==> src/rtl/mem_stream_writer.sv <==
// mem_stream_writer
//   Byte-stream to word-memory initiator. Bytes arriving on a valid/ready link are
//   packed big-endian (first byte lands in the MSB) into DATA_WIDTH-bit words. Each
//   word is written to the single-port memory at BASE_ADDR + word index; the address
//   wraps modulo 2^ADDRESS_WIDTH. done pulses once word_count words have been written.
//
//   Optional feature macro: MEM_STREAM_WRITER_VERIFY_EN
//     When defined, every write is followed by a read-back of the same address. A
//     mismatch sets the sticky verify_err flag, and the transfer carries on.
//     When undefined, mem_dataOut is ignored and verify_err stays 0.
//
// Ports
//   clk, rst_n     rising-edge clock, asynchronous active-low reset
//   start          begin a transfer (sampled only while idle)
//   word_count     words to write, sampled with start, clamped to DEPTH
//   in_data        stream byte
//   in_valid       stream valid
//   in_ready       stream ready
//   mem_wEn        memory write enable
//   mem_addr       memory address
//   mem_dataIn     memory write data
//   mem_dataOut    memory read data
//   busy           high from the accepted start until done
//   done           one-cycle pulse at the end of a transfer
//   words_written  number of words committed in the current or last transfer
//   verify_err     sticky read-back mismatch flag
//   dbg_state      current FSM state, for observation only
//
// Handshake: a byte transfers on a rising edge where in_valid and in_ready are both
// high. The producer holds in_data stable while in_valid is high and not yet accepted.
// in_ready comes from a flop and does not depend on in_valid.
module mem_stream_writer #(
    parameter int DATA_WIDTH    = 32,
    parameter int ADDRESS_WIDTH = 12,
    parameter int DEPTH         = 4096,
    parameter int BASE_ADDR     = 0
) (
    input  logic                     clk,
    input  logic                     rst_n,
    input  logic                     start,
    input  logic [ADDRESS_WIDTH:0]   word_count,
    input  logic [7:0]               in_data,
    input  logic                     in_valid,
    output logic                     in_ready,
    output logic                     mem_wEn,
    output logic [ADDRESS_WIDTH-1:0] mem_addr,
    output logic [DATA_WIDTH-1:0]    mem_dataIn,
    input  logic [DATA_WIDTH-1:0]    mem_dataOut,
    output logic                     busy,
    output logic                     done,
    output logic [ADDRESS_WIDTH:0]   words_written,
    output logic                     verify_err,
    output logic [2:0]               dbg_state
);

    localparam int BPW = DATA_WIDTH / 8;
    localparam int BIW = (BPW > 1) ? $clog2(BPW) : 1;

    localparam logic [BIW-1:0]           LAST_BYTE = BIW'(BPW - 1);
    localparam logic [ADDRESS_WIDTH:0]   DEPTH_W   = (ADDRESS_WIDTH + 1)'(DEPTH);
    localparam logic [ADDRESS_WIDTH:0]   ONE_W     = (ADDRESS_WIDTH + 1)'(1);
    localparam logic [ADDRESS_WIDTH-1:0] BASE      = ADDRESS_WIDTH'(BASE_ADDR);

    localparam logic [2:0] S_IDLE       = 3'd0;
    localparam logic [2:0] S_PACK       = 3'd1;
    localparam logic [2:0] S_WRITE      = 3'd2;
    localparam logic [2:0] S_DONE       = 3'd3;
    localparam logic [2:0] S_VERIFY_RD  = 3'd4;
    localparam logic [2:0] S_VERIFY_CHK = 3'd5;

    logic [2:0]               state_q,         state_d;
    logic [ADDRESS_WIDTH:0]   n_q,             n_d;
    logic [BIW-1:0]           byte_idx_q,      byte_idx_d;
    logic [DATA_WIDTH-1:0]    pack_q,          pack_d;
    logic                     in_ready_q,      in_ready_d;
    logic                     mem_wen_q,       mem_wen_d;
    logic [ADDRESS_WIDTH-1:0] mem_addr_q,      mem_addr_d;
    logic [DATA_WIDTH-1:0]    mem_data_in_q,   mem_data_in_d;
    logic                     busy_q,          busy_d;
    logic                     done_q,          done_d;
    logic [ADDRESS_WIDTH:0]   words_written_q, words_written_d;
    logic                     verify_err_q,    verify_err_d;
    logic [ADDRESS_WIDTH:0]   n_clamped;

`ifndef MEM_STREAM_WRITER_VERIFY_EN
    // Read data has no consumer in this build.
    logic unused_mem_data_out;
    assign unused_mem_data_out = ^mem_dataOut;
`endif

    assign n_clamped = (word_count > DEPTH_W) ? DEPTH_W : word_count;

    always_comb begin
        state_d         = state_q;
        n_d             = n_q;
        byte_idx_d      = byte_idx_q;
        pack_d          = pack_q;
        mem_addr_d      = mem_addr_q;
        mem_data_in_d   = mem_data_in_q;
        words_written_d = words_written_q;
        verify_err_d    = verify_err_q;

        case (state_q)
            S_IDLE: begin
                if (start) begin
                    n_d             = n_clamped;
                    words_written_d = '0;
                    verify_err_d    = 1'b0;
                    byte_idx_d      = '0;
                    state_d         = (n_clamped == '0) ? S_DONE : S_PACK;
                end
            end
            S_PACK: begin
                if (in_valid && in_ready_q) begin
                    pack_d[DATA_WIDTH - 1 - 8 * int'(byte_idx_q) -: 8] = in_data;
                    if (byte_idx_q == LAST_BYTE) begin
                        byte_idx_d    = '0;
                        mem_data_in_d = pack_d;
                        // words_written doubles as the word index within the transfer.
                        mem_addr_d    = BASE + words_written_q[ADDRESS_WIDTH-1:0];
                        state_d       = S_WRITE;
                    end else begin
                        byte_idx_d = byte_idx_q + 1'b1;
                    end
                end
            end
            S_WRITE: begin
                words_written_d = words_written_q + ONE_W;
`ifdef MEM_STREAM_WRITER_VERIFY_EN
                state_d = S_VERIFY_RD;
`else
                state_d = (words_written_q + ONE_W == n_q) ? S_DONE : S_PACK;
`endif
            end
`ifdef MEM_STREAM_WRITER_VERIFY_EN
            S_VERIFY_RD: begin
                state_d = S_VERIFY_CHK;
            end
            S_VERIFY_CHK: begin
                if (mem_dataOut != mem_data_in_q) begin
                    verify_err_d = 1'b1;
                end
                // words_written was already bumped when the write retired.
                state_d = (words_written_q == n_q) ? S_DONE : S_PACK;
            end
`endif
            S_DONE: begin
                state_d = S_IDLE;
            end
            default: begin
                state_d = S_IDLE;
            end
        endcase

        // The output flops are decoded from the next state, so each output
        // lines up with the state it describes.
        in_ready_d = (state_d == S_PACK);
        mem_wen_d  = (state_d == S_WRITE);
        busy_d     = (state_d != S_IDLE);
        done_d     = (state_d == S_DONE);
    end

    always_ff @(posedge clk or negedge rst_n) begin
        if (!rst_n) begin
            state_q         <= S_IDLE;
            n_q             <= '0;
            byte_idx_q      <= '0;
            pack_q          <= '0;
            in_ready_q      <= 1'b0;
            mem_wen_q       <= 1'b0;
            mem_addr_q      <= BASE;
            mem_data_in_q   <= '0;
            busy_q          <= 1'b0;
            done_q          <= 1'b0;
            words_written_q <= '0;
            verify_err_q    <= 1'b0;
        end else begin
            state_q         <= state_d;
            n_q             <= n_d;
            byte_idx_q      <= byte_idx_d;
            pack_q          <= pack_d;
            in_ready_q      <= in_ready_d;
            mem_wen_q       <= mem_wen_d;
            mem_addr_q      <= mem_addr_d;
            mem_data_in_q   <= mem_data_in_d;
            busy_q          <= busy_d;
            done_q          <= done_d;
            words_written_q <= words_written_d;
            verify_err_q    <= verify_err_d;
        end
    end

    assign in_ready      = in_ready_q;
    assign mem_wEn       = mem_wen_q;
    assign mem_addr      = mem_addr_q;
    assign mem_dataIn    = mem_data_in_q;
    assign busy          = busy_q;
    assign done          = done_q;
    assign words_written = words_written_q;
    assign verify_err    = verify_err_q;
    assign dbg_state     = state_q;

endmodule

==> config.mk <==
export PLATFORM = sky130hd
export DESIGN_NAME = mem_stream_writer
export DESIGN_NICKNAME = d
export VERILOG_FILES = /design/src/rtl/mem_stream_writer.sv
export SDC_FILE = /design/constraint.sdc
export NUM_CORES = 1
export LEC_CHECK = 0
export CAP_MARGIN = 10
export CORE_ASPECT_RATIO = 0.5
export CORE_UTILIZATION = 44
export DETAILED_ROUTE_END_ITERATION = 16
export PLACE_DENSITY = 0.83
export SYNTH_ARGS = -nofsm -noshare
export SYNTH_HDL_FRONTEND = slang
export SYNTH_SLANG_ARGS = --single-unit
==> constraint.sdc <==
create_clock -name clk -period 4.19 [get_ports clk]
set_input_delay 0.419 -clock clk [delete_from_list [all_inputs] [get_ports clk]]
set_output_delay 0.419 -clock clk [all_outputs]
set_load 0.02 [all_outputs]
; ---- Yosys cells after proc, flatten, opt, wreduce, memory -nomap -nowiden
; Index checks and enable logic that the tools add are counted.
[totals]
elab_cells = 52
in_bits = 57
ff_bits = 111
output_inout_bits = 65
[op_classes]
n_addsub = 4
n_mux = 14
n_eq_ne = 9
n_lt_le_gt_ge = 1
n_reduce_logical = 11
shift = 2
[op_table]
columns = op, count
row1 = "variable shift 8 x 33 -> 39 bit, first input constant", 1
row2 = indexed part select 8 x 33 -> 39 bit, 1
row3 = negator 6 -> 33 bit, 1
row4 = bitwise mux 32 bit, 1
row5 = 2-to-1 mux 13 bit, 2
row6 = case mux 13 bit (2 select lines), 1
row7 = "adder 13 x 1 -> 13 bit, second input constant", 1
row8 = == test 13 bit, 1
row9 = "> comparator 13 bit, second input constant", 1
row10 = logical NOT 13 bit, 1
row11 = 2-to-1 mux 2 bit, 5
row12 = "== test 3 x 2 -> 1 bit, second input constant", 3
row13 = 2-to-1 mux 3 bit, 3
row14 = case mux 3 bit (3 select lines), 1
row15 = "== test 3 x 1 -> 1 bit, second input constant", 2
row16 = AND reduction 2 bit, 3
row17 = AND reduction 3 bit, 2
row18 = "subtractor 5 x 5 -> 6 bit, first input constant", 1
row19 = "!= test 2 bit, second input constant", 2
row20 = case mux 2 bit (2 select lines), 1
row21 = nonzero test 2 bit, 2
row22 = logical NOT 3 bit, 1
row23 = nonzero test 3 bit, 1
row24 = "adder 2 x 1 -> 2 bit, second input constant", 1
row25 = 2 further kinds, 2

; ---- Depth between registers and ports, before layout
[logic_depth]
ltp_word = 7
mapped_depth = 8
depth_no_buf = 8

; ---- Worst setup path before layout
; OpenSTA, ideal clock, no wires.
[synth_timing]
path_kind = reg-to-reg
start = register words_written_q[0] (netlist: words_written[0])
end = register done_q (netlist: done)
path_stages_with_launch = 9
slack_ns = 2.147
t_arrival_ns = 1.977
setup_ns = 0.066
path_cell_list = dfrtp_1 > ha_1 > and3_4 > buf_6 > and4_4 > nor4_2 > nand4_1 > o31ai_2 > and2_1
[synth_via]
elab_chain_len = 5
[synth_lines]
columns = item, line
row1 = "start, declared", 81  ; logic [ADDRESS_WIDTH:0] words_written_q, words_written_d;
row2 = "start signal, assigned", 188  ; words_written_q <= words_written_d;
row3 = adder 13 x 1 -> 13 bit, 132  ; state_d = (words_written_q + ONE_W == n_q) ? S_DONE : S_PACK;
row4 = == test 13 bit, 132
row5 = 2-to-1 mux 2 bit, 132
row6 = case mux 3 bit (3 select lines), 103  ; case (state_q)
row7 = via state_d[1], 71  ; logic [2:0] state_q, state_d;
row8 = == test 3 x 2 -> 1 bit, 160  ; done_d = (state_d == S_DONE);
row9 = via done_d, 80  ; logic done_q, done_d;
row10 = "end signal, assigned", 187  ; done_q <= done_d;
row11 = "end, declared", 80
; The timed path passes the listed nets, and every way through them passes these cells.
; A chain may end at the register's enable or synchronous reset.

; ---- Worst setup path after layout
[layout_timing]
start = register byte_idx_q[0]
end = register pack_q[9]
[layout_via]
elab_chain_len = 4
[layout_lines]
columns = item, line
row1 = "start, declared", 73  ; logic [BIW-1:0] byte_idx_q, byte_idx_d;
row2 = "start signal, assigned", 180  ; byte_idx_q <= byte_idx_d;
row3 = subtractor 5 x 5 -> 6 bit (*), 115  ; pack_d[DATA_WIDTH - 1 - 8 * int'(byte_idx_q) -: 8] = in_data;
row4 = negator 6 -> 33 bit (*), 115
row5 = indexed part select 8 x 33 -> 39 bit / variable shift 8 x 33 -> 39 bit (equally long branches), 115
row6 = bitwise mux 32 bit (*), 115
row7 = "end signal, assigned", 181  ; pack_q <= pack_d;
row8 = "end, declared", 74  ; logic [DATA_WIDTH-1:0] pack_q, pack_d;
; Mark *: on every way between the ends. The rest lies on a longest branch, timed or not.

==> parameters.txt <==
Parameter                              Value

Outcome
  Status    finished clean

Clock network
  Clock Tree Root    clkbuf_16
  Hold-fix buffers, CTS    0
  Number of gates given a new drive strength after cts    0
  CTS tree    yes
  Post-CTS Setup Repair Bufs    0
  Clock sinks    103
  Maximum number of buffers from clock root to sink    2
  Clock input transition at the sequential cells of the worst setup and hold paths    0.07 ns
  Worst-Skew Late Latency    0.34 ns
  H-tree depth    3
  TritonCTS Buffers    9

Synthesis
  Most used flip-flop cell after synthesis    dfrtp_1
  Post-synth EDFFs    0
  Avg Cell Area, Syn    10.6 µm²
  Post-Synthesis Cells    442
  Cell type with the highest aggregate area in the netlist    dfrtp_1
  Count of unique library cells instantiated by Yosys    44
  Synth area leaders    dfrtp_1, a22o_1, o21ai_0, nand2_1, nor2b_1
  Share of the yosys chip area belonging to registers    0.549
  Share of synthesized flip-flops with an asynchronous set or reset    1.00
  Leading post-synthesis cells by instance count    dfrtp_1, nand2_1, a22o_1, o21ai_0, a21oi_1
  Number of synthesized register bits    103
  Warning count from the yosys run    0
  Count leader, synth    dfrtp_1
  Area share of the largest cell type after synthesis    0.549
  Cell area after synthesis    4690 µm²

Floorplanning
  Die Y-Extent    75.0 µm
  Width of the die    148 µm
  Std-Cell Rows    26
  Initial core utilization    0.457
  Area of the die    11100 µm²
  Standard cell core area    10300 µm²
  Boundary pin count    122

Cells and area
  Non-Filler Instances    654
  Layout cell share with drive strength beyond 1    0.0759
  Layout area overhead    25.1%
  Area of all placed cells without fillers    5870 µm²
  Antenna Diode Count    0
  Core Util, Final    0.571
  Number of nets at the end of the flow    571

Timing
  Min cycle time layout    2.21 ns
  Setup repair after global routing missed its margin    false
  Finish-stage setup viols    0
  Post-layout worst setup margin    1.98 ns
  Share of the clock period used by the worst path    0.528
  Least-Margin Pin Slew    0.906 ns
  Post-Route Skew    0.00415 ns
  Number of hold-slack violations in the final timing report    0
  Max_slew headroom    0.391
  Setup TNS    0 ns
  Pins Over Slew Limit    0
  Hold WS    0.214 ns
  Maximum operating frequency    0.452 GHz

Power
  Static leakage    2.59 nW
  Final Power    2.12 mW
  IR Drop Worst-Case VDD    0.000197 V
  Cell Pwr Density    361 nW/µm²

Routing
  Via Count    3556
  Remaining DRCs    0
  Number of routed nets with antenna violations    0
  Average wire per cell in the routed design    15.8 µm
  DR iter-0 viols    230
  Number of detailed-routing iterations run before antenna repair    4
  Routed wire length    10300 µm
  Average via count per standard cell    5.44

Global route
  First-pass GRT wire length    16900 µm
  GRT overflow    0
  Total Routing Usage GR    0.200
  Maximum number of pins on one net before global-route repair    74
  Number of antenna violations at the first check in global routing    0
  Number of global-route vias before repair    3301

Placed design
  Number of placed instances, taps included    638
  Placed cell areas    5600 µm²
  Number of I/O port buffers    88
  Placed wire-length estimate    7090 µm
  Post-place setup slack    1.73 ns
  Routability cong.    0.777

Critical path
  RR Endpoint    pack_q[9]$_DFFE_PN0P_
  Depth of the most critical reg-to-reg path    5
  Worst setup SP type    flip-flop
  Arrival time worst endpoint    2.50 ns
  RR Startpoint    byte_idx_q[0]$_DFFE_PN0P_
  Capturing element type of the critical path    flip-flop
  Slack of the worst reg-to-reg path    1.98 ns
  Worst Setup Path Type    reg -> reg
  Largest fanout on the critical path    10
  Critical path required time    4.47 ns

Flow run
  Max-Cap Viols    0

Hold path
  Worst min-delay path category    in -> async
[sequential cells by signal (all words and copies together) (netlist names)]
signal / count
mem_dataIn: 32
dbg_state: 3
in_ready: 1
n_q: 13
mem_wEn: 1
pack_q: 24
mem_addr: 12
words_written: 13
byte_idx_q: 2
done: 1
busy: 1
[cell families (layout without fill, tap and decap cells)]
group,after synthesis,count (layout),share of synthesized area
compound gates,134,134,0.188
flops,103,103,0.549
simple gates,128,128,0.144
mux,12,12,0.0288
buf+inv,42,113,0.0434
fa+ha+maj,5,5,0.0133
xor+xnor,17,17,0.0317
other cells,1,2,0.000799
[layout by cell type, fill, tap and decap left out, drive strengths merged, types with 4 or more instances in the layout]
cell type      netlist  routed
and2                 7       7
nand3               10      10
o21ai               44      44
mux2                12      12
o31ai                6       6
xnor2               10      10
dfrtp              103     103
clkinv               0       5
buf                 21       5
inv                  5       5
nand2               48      48
nor3                 4       4
xor2                 7       7
nor4                 5       5
nor2b               25      25
nor2                 9       9
ha                   5       5
nand4                7       7
clkdlybuf4s50        0      87
clkbuf              16      10
a22o                44      44
and3                 5       5
a21oi               29      29
[layer usage]
metal / track usage / up-vias / part of all wire
met5: 0 / - / 0
li1: - / 1711 / -
met3: 0.0467 / 11 / 0.053
met4: 0.0584 / 0 / 0.012
met1: 0.270 / 1742 / 0.47
met2: 0.329 / 92 / 0.46
[worst max-delay path, cell delays in order, from the launching register on]
cell	delay, ns
dfrtp_1	0.45
inv_1	0.21
ha_1	0.41
nand2_1	0.12
nor3_1	0.71
a22o_1	0.26
[final cells by class]
class / count / area (µm²)
Clock inverter: 6 / 47.5
Inverter: 5 / 18.8
Sequential cell: 103 / 2580
Fill cell: 907 / 4410
Clock buffer: 10 / 229
Multi-Input combinational cell: 298 / 1920
Tap cell: 140 / 175
Timing Repair Buffer: 92 / 908
[worst max-delay path by stage]
stage               cells past startpoint  slack (ns)                    startpoint                      to
floorplan                               8        2.15  words_written[0]$_DFFE_PN0P_          done$_DFF_PN0_
global placement                        5        1.79                 word_count[0]      n_q[5]$_DFFE_PN0P_
detailed placement                      5        1.73                 word_count[0]      n_q[8]$_DFFE_PN0P_
CTS                                     8        1.96        dbg_state[2]$_DFF_PN0_          done$_DFF_PN0_
global route                            5        1.77     byte_idx_q[0]$_DFFE_PN0P_  pack_q[10]$_DFFE_PN0P_
finish                                  5        1.98     byte_idx_q[0]$_DFFE_PN0P_   pack_q[9]$_DFFE_PN0P_
[where the power goes]
part	switching (mW)	internal [mW]	leakage, nW	total, mW
Clock	0.365	0.406	0.133	0.771
Sequential	0.0419	1.05	1.41	1.10
Combinational	0.129	0.124	1.04	0.253
Note: power is estimated with default switching activity, not from simulation.
